<file path="src/rtl/ez8_loader_pkg.sv">
// ez8_loader_pkg: shared types and constants for the ez8 program loader.
//   state_t   - frame parser state encoding
//   ERR_*     - err_code values reported to the host
//   MAX_WORDS - largest legal frame length in words
package ez8_loader_pkg;

    localparam int unsigned ADDR_W    = 12;
    localparam int unsigned DATA_W    = 16;
    localparam int unsigned MAX_WORDS = 4095;

    typedef enum logic [2:0] {
        IDLE  = 3'd0,
        LEN_H = 3'd1,
        LEN_L = 3'd2,
        D_HI  = 3'd3,
        D_LO  = 3'd4,
        CHK   = 3'd5,
        ERROR = 3'd6
    } state_t;

    localparam logic [1:0] ERR_NONE = 2'd0;
    localparam logic [1:0] ERR_LEN  = 2'd1;
    localparam logic [1:0] ERR_CHK  = 2'd2;
    localparam logic [1:0] ERR_TMO  = 2'd3;

    // States in which a frame is being received.
    function automatic logic in_frame(input state_t s);
        return (s == LEN_H) || (s == LEN_L) || (s == D_HI) || (s == D_LO) || (s == CHK);
    endfunction

endpackage

</file>
<file path="src/rtl/ez8_loader_timer.sv">
// ez8_loader_timer: inter-byte idle counter.
//   clk, reset   - clock, synchronous active-high reset
//   i_clear      - a byte was accepted this cycle (clears the count)
//   i_enable     - counting allowed (frame in progress); count frozen otherwise
//   o_expired_c  - this idle cycle is the TIMEOUT-th in a row (combinational)
module ez8_loader_timer #(
    parameter int unsigned TIMEOUT   = 20000,
    parameter int unsigned TIMEOUT_W = 16
) (
    input  logic clk,
    input  logic reset,
    input  logic i_clear,
    input  logic i_enable,
    output logic o_expired_c
);

    localparam logic [TIMEOUT_W-1:0] LAST = TIMEOUT_W'((TIMEOUT == 0) ? 0 : TIMEOUT - 1);

    logic [TIMEOUT_W-1:0] r_count;

    // Counts consecutive idle cycles; an accepted byte always restarts it.
    always_ff @(posedge clk) begin
        if (reset) begin
            r_count <= '0;
        end else if (i_clear) begin
            r_count <= '0;
        end else if (i_enable) begin
            r_count <= r_count + TIMEOUT_W'(1);
        end
    end

    // A byte in the same cycle wins over the timeout.
    assign o_expired_c = (TIMEOUT != 0) && i_enable && !i_clear && (r_count == LAST);

endmodule

</file>
<file path="src/rtl/ez8_loader.sv">
// ez8_loader: framed byte-stream loader for the ez8 instruction memory.
//   Frame: MAGIC, LEN_HI, LEN_LO, LEN x {hi, lo}, CHK (mod-256 sum of data bytes).
//   clk, reset        - clock, synchronous active-high reset
//   rx_data/rx_valid  - incoming byte stream, no backpressure
//   instr_write*      - registered instruction memory write port
//   cpu_reset         - holds the CPU in reset while not in IDLE
//   load_ok           - last frame verified, CPU released
//   busy              - frame in progress
//   err_code          - 0 none, 1 bad length, 2 checksum, 3 timeout
module ez8_loader
    import ez8_loader_pkg::*;
#(
    parameter logic [7:0]  MAGIC     = 8'hE8,
    parameter int unsigned TIMEOUT   = 20000,
    parameter int unsigned TIMEOUT_W = 16
) (
    input  logic              clk,
    input  logic              reset,
    input  logic [7:0]        rx_data,
    input  logic              rx_valid,
    output logic [ADDR_W-1:0] instr_writeaddr,
    output logic [DATA_W-1:0] instr_writedata,
    output logic              instr_write_en,
    output logic              cpu_reset,
    output logic              load_ok,
    output logic              busy,
    output logic [1:0]        err_code
);

    state_t            r_state;
    logic [7:0]        r_len_hi;
    logic [ADDR_W-1:0] r_len;
    logic [ADDR_W-1:0] r_addr;
    logic [7:0]        r_sum;
    logic [7:0]        r_hi;
    logic [ADDR_W-1:0] r_waddr;
    logic [DATA_W-1:0] r_wdata;
    logic              r_we;
    logic              r_cpu_reset;
    logic              r_load_ok;
    logic              r_busy;
    logic [1:0]        r_err;

    logic              w_expired;
    logic [15:0]       w_len16;
    logic              w_len_bad;
    logic [ADDR_W-1:0] w_addr_inc;

    assign w_len16    = {r_len_hi, rx_data};
    assign w_len_bad  = (w_len16 == 16'd0) || (w_len16 > 16'(MAX_WORDS));
    assign w_addr_inc = r_addr + ADDR_W'(1);

    ez8_loader_timer #(
        .TIMEOUT   (TIMEOUT),
        .TIMEOUT_W (TIMEOUT_W)
    ) u_timer (
        .clk         (clk),
        .reset       (reset),
        .i_clear     (rx_valid),
        .i_enable    (in_frame(r_state)),
        .o_expired_c (w_expired)
    );

    // Frame parser; outputs are registered alongside the state they describe.
    always_ff @(posedge clk) begin
        if (reset) begin
            r_state     <= IDLE;
            r_len_hi    <= '0;
            r_len       <= '0;
            r_addr      <= '0;
            r_sum       <= '0;
            r_hi        <= '0;
            r_waddr     <= '0;
            r_wdata     <= '0;
            r_we        <= 1'b0;
            r_cpu_reset <= 1'b1;
            r_load_ok   <= 1'b0;
            r_busy      <= 1'b0;
            r_err       <= ERR_NONE;
        end else begin
            r_we        <= 1'b0;
            r_cpu_reset <= (r_state != IDLE);
            if (rx_valid) begin
                case (r_state)
                    IDLE, ERROR: begin
                        if (rx_data == MAGIC) begin
                            r_state     <= LEN_H;
                            r_busy      <= 1'b1;
                            r_cpu_reset <= 1'b1;
                            r_load_ok   <= 1'b0;
                            r_err       <= ERR_NONE;
                            r_addr      <= '0;
                            r_sum       <= '0;
                        end
                    end
                    LEN_H: begin
                        r_len_hi <= rx_data;
                        r_state  <= LEN_L;
                    end
                    LEN_L: begin
                        if (w_len_bad) begin
                            r_state <= ERROR;
                            r_err   <= ERR_LEN;
                            r_busy  <= 1'b0;
                        end else begin
                            r_len   <= w_len16[ADDR_W-1:0];
                            r_state <= D_HI;
                        end
                    end
                    D_HI: begin
                        r_hi    <= rx_data;
                        r_sum   <= r_sum + rx_data;
                        r_state <= D_LO;
                    end
                    D_LO: begin
                        r_sum   <= r_sum + rx_data;
                        r_we    <= 1'b1;
                        r_waddr <= r_addr;
                        r_wdata <= {r_hi, rx_data};
                        r_addr  <= w_addr_inc;
                        r_state <= (w_addr_inc == r_len) ? CHK : D_HI;
                    end
                    CHK: begin
                        r_busy <= 1'b0;
                        if (rx_data == r_sum) begin
                            r_state     <= IDLE;
                            r_cpu_reset <= 1'b0;
                            r_load_ok   <= 1'b1;
                        end else begin
                            r_state <= ERROR;
                            r_err   <= ERR_CHK;
                        end
                    end
                    default: begin
                        r_state <= IDLE;
                        r_busy  <= 1'b0;
                    end
                endcase
            end else if (w_expired) begin
                r_state <= ERROR;
                r_err   <= ERR_TMO;
                r_busy  <= 1'b0;
            end
        end
    end

    assign instr_writeaddr = r_waddr;
    assign instr_writedata = r_wdata;
    assign instr_write_en  = r_we;
    assign cpu_reset       = r_cpu_reset;
    assign load_ok         = r_load_ok;
    assign busy            = r_busy;
    assign err_code        = r_err;

endmodule

</file>
<file path="config.mk">
export PLATFORM = sky130hd
export DESIGN_NAME = ez8_loader
export DESIGN_NICKNAME = d
export VERILOG_FILES = /design/src/rtl/ez8_loader_pkg.sv /design/src/rtl/ez8_loader_timer.sv /design/src/rtl/ez8_loader.sv
export SDC_FILE = /design/constraint.sdc
export NUM_CORES = 1
export LEC_CHECK = 0
export ABC_AREA = 1
export CAP_MARGIN = 15
export CORE_MARGIN = 1
export CORE_UTILIZATION = 30
export DETAILED_ROUTE_END_ITERATION = 8
export HOLD_SLACK_MARGIN = 0.06
export PLACE_DENSITY = 0.54
export SYNTH_ARGS = -nofsm -noshare
export SYNTH_HDL_FRONTEND = slang
export SYNTH_SLANG_ARGS = --single-unit
</file>
<file path="constraint.sdc">
create_clock -name clk -period 2.37 [get_ports clk]
set_clock_uncertainty 0.2 [all_clocks]
set_input_delay 0.3555 -clock clk [delete_from_list [all_inputs] [get_ports clk]]
set_output_delay 0.3555 -clock clk [all_outputs]
set_load 0.005 [all_outputs]
</file>
# == Word-level counts from Yosys, hierarchy flattened ==
# Index checks and enable logic that the tools add are counted.
# word_totals
out_inout_bits,34
ff_bits,101
elab_cells,97
# op_classes
addsub,3
eq_ne,17
order_cmp,1
n_bitwise,2
n_mux,30
reduce_logical,30
# op_table
cell,count
12-bit one-hot mux with 2 select lines,1
3-bit 2-to-1 mux,6
3-bit one-hot mux with 6 select lines,1
16-bit by 1-bit adder with 16-bit output (second input constant),1
16-bit by 15-bit == test with 1-bit output (second input constant),1
16-bit by 12-bit > comparator with 1-bit output (second input constant),1
16-bit zero test,1
8-bit one-hot mux with 2 select lines,1
12-bit by 1-bit adder with 12-bit output (second input constant),1
12-bit == test,1
12-bit 2-to-1 mux,1
1-bit 2-to-1 mux,10
2-bit 2-to-1 mux,5
3-bit == test (second input constant),3
3-bit inequality test (second input constant),3
3-bit AND reduction,3
8-bit adder,1
8-bit == test,1
8-bit == test (second input constant),1
8-bit 2-to-1 mux,1
2-bit AND reduction,4
4-bit AND reduction,2
2-bit nonzero test,4
2-bit OR reduction,4
other kinds (16),25

# == Logic depth before layout (Yosys ltp) ==
# depth
depth_word,9
ltp_mapped,15
depth_no_buf,15

# == Modules after synthesis ==
# Synthesis repeated with hierarchy kept, for this count alone.
# unflattened
cells_unflattened,704
area_unflattened_um2,4959.8
# by_module_without_submodules
module,seq_area_each_um2,instances,area_each_um2,cells_each
ez8_loader,1701.6,1,4101.4,576
ez8_loader_timer,320.3,1,858.3,128

# == Worst setup path before layout ==
# OpenSTA, ideal clock, no wires.
# synth_timing
path_kind,input -> register
from,input port rx_data[0]
to,register r_sum[6]
setup_ns,0.132
required_time_ns,2.038
path_slack_ns,0.491
cell_stages,10
t_arrival_ns,1.547
cell_sequence,ha_1 inv_1 fa_1 o21ai_0 nand2_1 nand2_1 a21oi_1 xor2_1 nand2_1 a21oi_1
# synth_between
elab_chain_len,3
# synth_lines
element,line_no,rtl
start: declaration,ez8_loader.sv:19,"input logic [7:0] rx_data,"
"parallel branches: the longest is 3 deep, another holds 8-bit adder",-,
end signal: assignment,ez8_loader.sv:112,r_sum <= r_sum + rx_data;
end signal: assignment,ez8_loader.sv:116,r_sum <= r_sum + rx_data;
end: declaration,ez8_loader.sv:34,logic [7:0] r_sum;
# Several ways; the timed one is not identified.
# A chain may end at the register's enable or synchronous reset.

# == Final worst setup path ==
# layout_timing
from,register r_addr[0]
to,register r_state[1]
# layout_between
elab_chain_len,5
# layout_lines
element,line_no,rtl
start: declaration,ez8_loader.sv:33,logic [ADDR_W-1:0] r_addr;
start signal: assignment,ez8_loader.sv:120,r_addr <= w_addr_inc;
12-bit by 1-bit adder with 12-bit output,ez8_loader.sv:51,assign w_addr_inc = r_addr + ADDR_W'(1);
12-bit == test,ez8_loader.sv:121,r_state <= (w_addr_inc == r_len) ? CHK : D_HI;
3-bit 2-to-1 mux,ez8_loader.sv:121,
3-bit one-hot mux with 6 select lines,ez8_loader.sv:84,case (r_state)
3-bit 2-to-1 mux,ez8_loader.sv:83,if (rx_valid) begin
end signal: assignment,ez8_loader.sv:121,
end: declaration,ez8_loader.sv:30,state_t r_state;
# Every way passes these cells.

==> results.cfg <==
[detailed_routing]
routed_via_density = 4.59
drt-initial-drc-count = 276
routed_wl_mm = 12.6
via_count = 4601
wire_per_inst_um = 12.5
ant_nets = 0
firstDrtPassIters = 5
remaining_drc_errors = 0

[logic_synthesis]
ys_warn_count = 0
netlist_area_mm2 = 0.00496
synthesis.nets = 727
postSynthCellCount = 705
ys_seq_elements = 101
syn_avg_cell_area_um2 = 7.04
yosysSeqAreaShare = 0.407
ys_types = 39

[timing]
rsz0062_at_grt = false
period_needed_ps = 2180
setup_violations = 0
clock.fmax_ghz = 0.458
hold_viol = 0
worst_slew_pin_slew_ps = 402
period_share = 0.922
slew_violations = 0
max-slew-margin-rel = 0.730

[clocking]
path_clk_slew_ps = 80
cts_tree = built
clk_latency_ps = 360
ctsHoldBuffers = 0
clk_path_buf_depth = 2
htreeDepth = 3
clock-sinks = 101
clock-root-buffer = clkbuf_16
postCtsSetupBuffers = 0
cts_buffers = 9

[floorplan]
fp.dieW_um = 131
ios = 45
coreArea_mm2 = 0.0160
initial_utilization = 0.310
die_area_mm2 = 0.0171
die_y_um = 131
num_rows = 46

[placement]
hpwl_mm = 9.26
dp_cells = 986
port_buffers = 44
place.gp.congestion = 0.839

[cells_and_area]
seq_area_mm2 = 0.00202
final_util = 0.392
instances_no_fill = 1002
nets = 803
area_delta_synth_final_pct = 26.5
drive_gt1_frac = 0.132
fill_cells = 1740
antenna_cells = 0
multi_input_area_mm2 = 0.00254

[power_and_ir_drop]
p_leak_nw = 2.56
vdd.ir_drop.worst_v = 0.000345
power_density_mw_per_mm2 = 910

[global_route]
grt_pass1_wl_mm = 21.1
grt_max_degree = 55
antenna_found_initial = 0
grt.overflow.total = 0
track_usage = 0.159
grt_pass1_vias = 4245

[status]
outcome = complete, no violations

[critical_path]
arrival_ps = 2230
critPathKind = register to register
endpoint_kind = register
worstPathMaxFanout = 5
cp.required_ps = 2420
start_kind = register

[job]
cap_violations = 0

[min_path]
hold_class = register to register
## Yosys cell counts (all sizes together)
cell type  number  area [um2]
buf            13        70.1
nor2           93         437
a21oi          78         402
a21boi          1        7.51
xnor2           2        17.5
nand2         152         598
dfxtp         101        2020
a31oi           2        12.5
o21bai          1        7.51
inv            84         318
nand3b          2        15.0
nand4          15         100
xor2            4        35.0
a211oi          4        30.0
nor4            4        25.0
ha             10         125
or2             3        18.8
nand3          48         245
fa              1        20.0
clkbuf          9        33.8
a32o            1        10.0
nor3           11        76.3
o31a            1        8.76
o21ai          64         320
o32ai           1        8.76
## path summary, 6_finish.rpt
check | depth (start not counted) | startpoint | endpoint | slack (ps)
worst min-delay path | 2 | r_len_hi[7]$_SDFFE_PP0P_ | r_len_hi[7]$_SDFFE_PP0P_ | 260
worst max register to register | 14 | r_addr[0]$_SDFFE_PP0P_ | r_state[1]$_SDFFE_PP0P_ | 190
worst max-delay path | 14 | r_addr[0]$_SDFFE_PP0P_ | r_state[1]$_SDFFE_PP0P_ | 190
worst min register to register | 2 | r_len_hi[7]$_SDFFE_PP0P_ | r_len_hi[7]$_SDFFE_PP0P_ | 260
## report_power, final
group          switching (mW)  internal [mW]  total [mW]
combinational            1.06          0.808        1.87
clock                   0.727          0.956        1.68
sequential              0.191           1.97        2.16
## metal layers
metal | track usage | up-vias | share of wire
li1 | - | 2469 | -
met1 | 0.225 | 2061 | 0.51
met2 | 0.235 | 56 | 0.44
met3 | 0.0232 | 15 | 0.027
met4 | 0.0751 | 0 | 0.019
met5 | 0 | - | 0
## cell type report
| type | count | area share |
|---|---|---|
| multi-input combinational | 498 | 0.404 |
| inverter | 84 | 0.0506 |
| sequential | 101 | 0.322 |
| tap | 216 | 0.0430 |
| clock inverter | 7 | 0.0185 |
| clock buffer | 9 | 0.0359 |
| timing repair buffer | 87 | 0.126 |
## critical path, stage by stage, from the launching register on
cell and delay, ps:
dfxtp_1 410, ha_1 250, nand2_1 150, inv_1 80, nor2_1 50, nand2_1 60
nand2_1 40, nor2_1 170, nand2_1 70, nor2_1 100, nand3_1 110, o21bai_2 200
nand3_1 90, nand2_1 70, inv_1 30
## what timing repair did
item                                    4_1_cts  5_1_grt
resized for setup                             0        6
endpoints found under the setup margin        0        3
hold endpoints to repair                      0        0
## cells by family (layout without fill, tap and decap cells)
logic type	Yosys count	after routing	share of synthesized area
compound gates	153	153	0.163
xor+xnor	6	6	0.0106
fa+ha+maj	11	11	0.0292
buf+inv	106	187	0.0850
flops	101	101	0.407
simple gates	328	328	0.305
## placed cells by master, fill, tap and decap left out, types with 2 or more instances in the layout
cell             count
inv_8                2
xor2_1               4
nand2_2              2
a211oi_1             4
nand4_1             14
a21oi_1             77
ha_1                10
inv_1               74
o21ai_0             60
nor3_2               2
nand2_1            147
nand3b_1             2
nor3_1               8
clkbuf_16            9
inv_2                9
nor2_2               8
bufinv_16            2
xnor2_1              2
nor2_1              75
a31oi_1              2
clkdlybuf4s50_1     44
o21ai_1              4
or2_2                3
dfxtp_1            100
nand2_4              3
nor2_4              10
buf_12               2
nor4_1               3
buf_4               41
nand3_1             47
## stage by stage
stage	hold slack [ps]	instance area, um2	TNS, ps	total power [mW]	setup WS, ps
floorplan	229	4960	0	3.34	491
global placement	253	5920	-1050	4.07	-230
detailed placement	256	5920	-1050	4.07	-226
CTS	268	6260	0	5.77	109
global route	292	6280	0	6.14	28.1
finish	263	6280	0	5.71	185
## registers in the layout, indices dropped and copies added, names as in the netlist
| register | cells |
|---|---|
| busy | 1 |
| r_hi | 8 |
| err_code | 2 |
| r_state | 3 |
| instr_writedata | 16 |
| cpu_reset | 1 |
| r_len | 12 |
| load_ok | 1 |
| instr_write_en | 1 |
| instr_writeaddr | 12 |
| r_addr | 12 |
| u_timer.r_count | 16 |
| r_len_hi | 8 |
| r_sum | 8 |
Power figures use the tool's default switching activity.
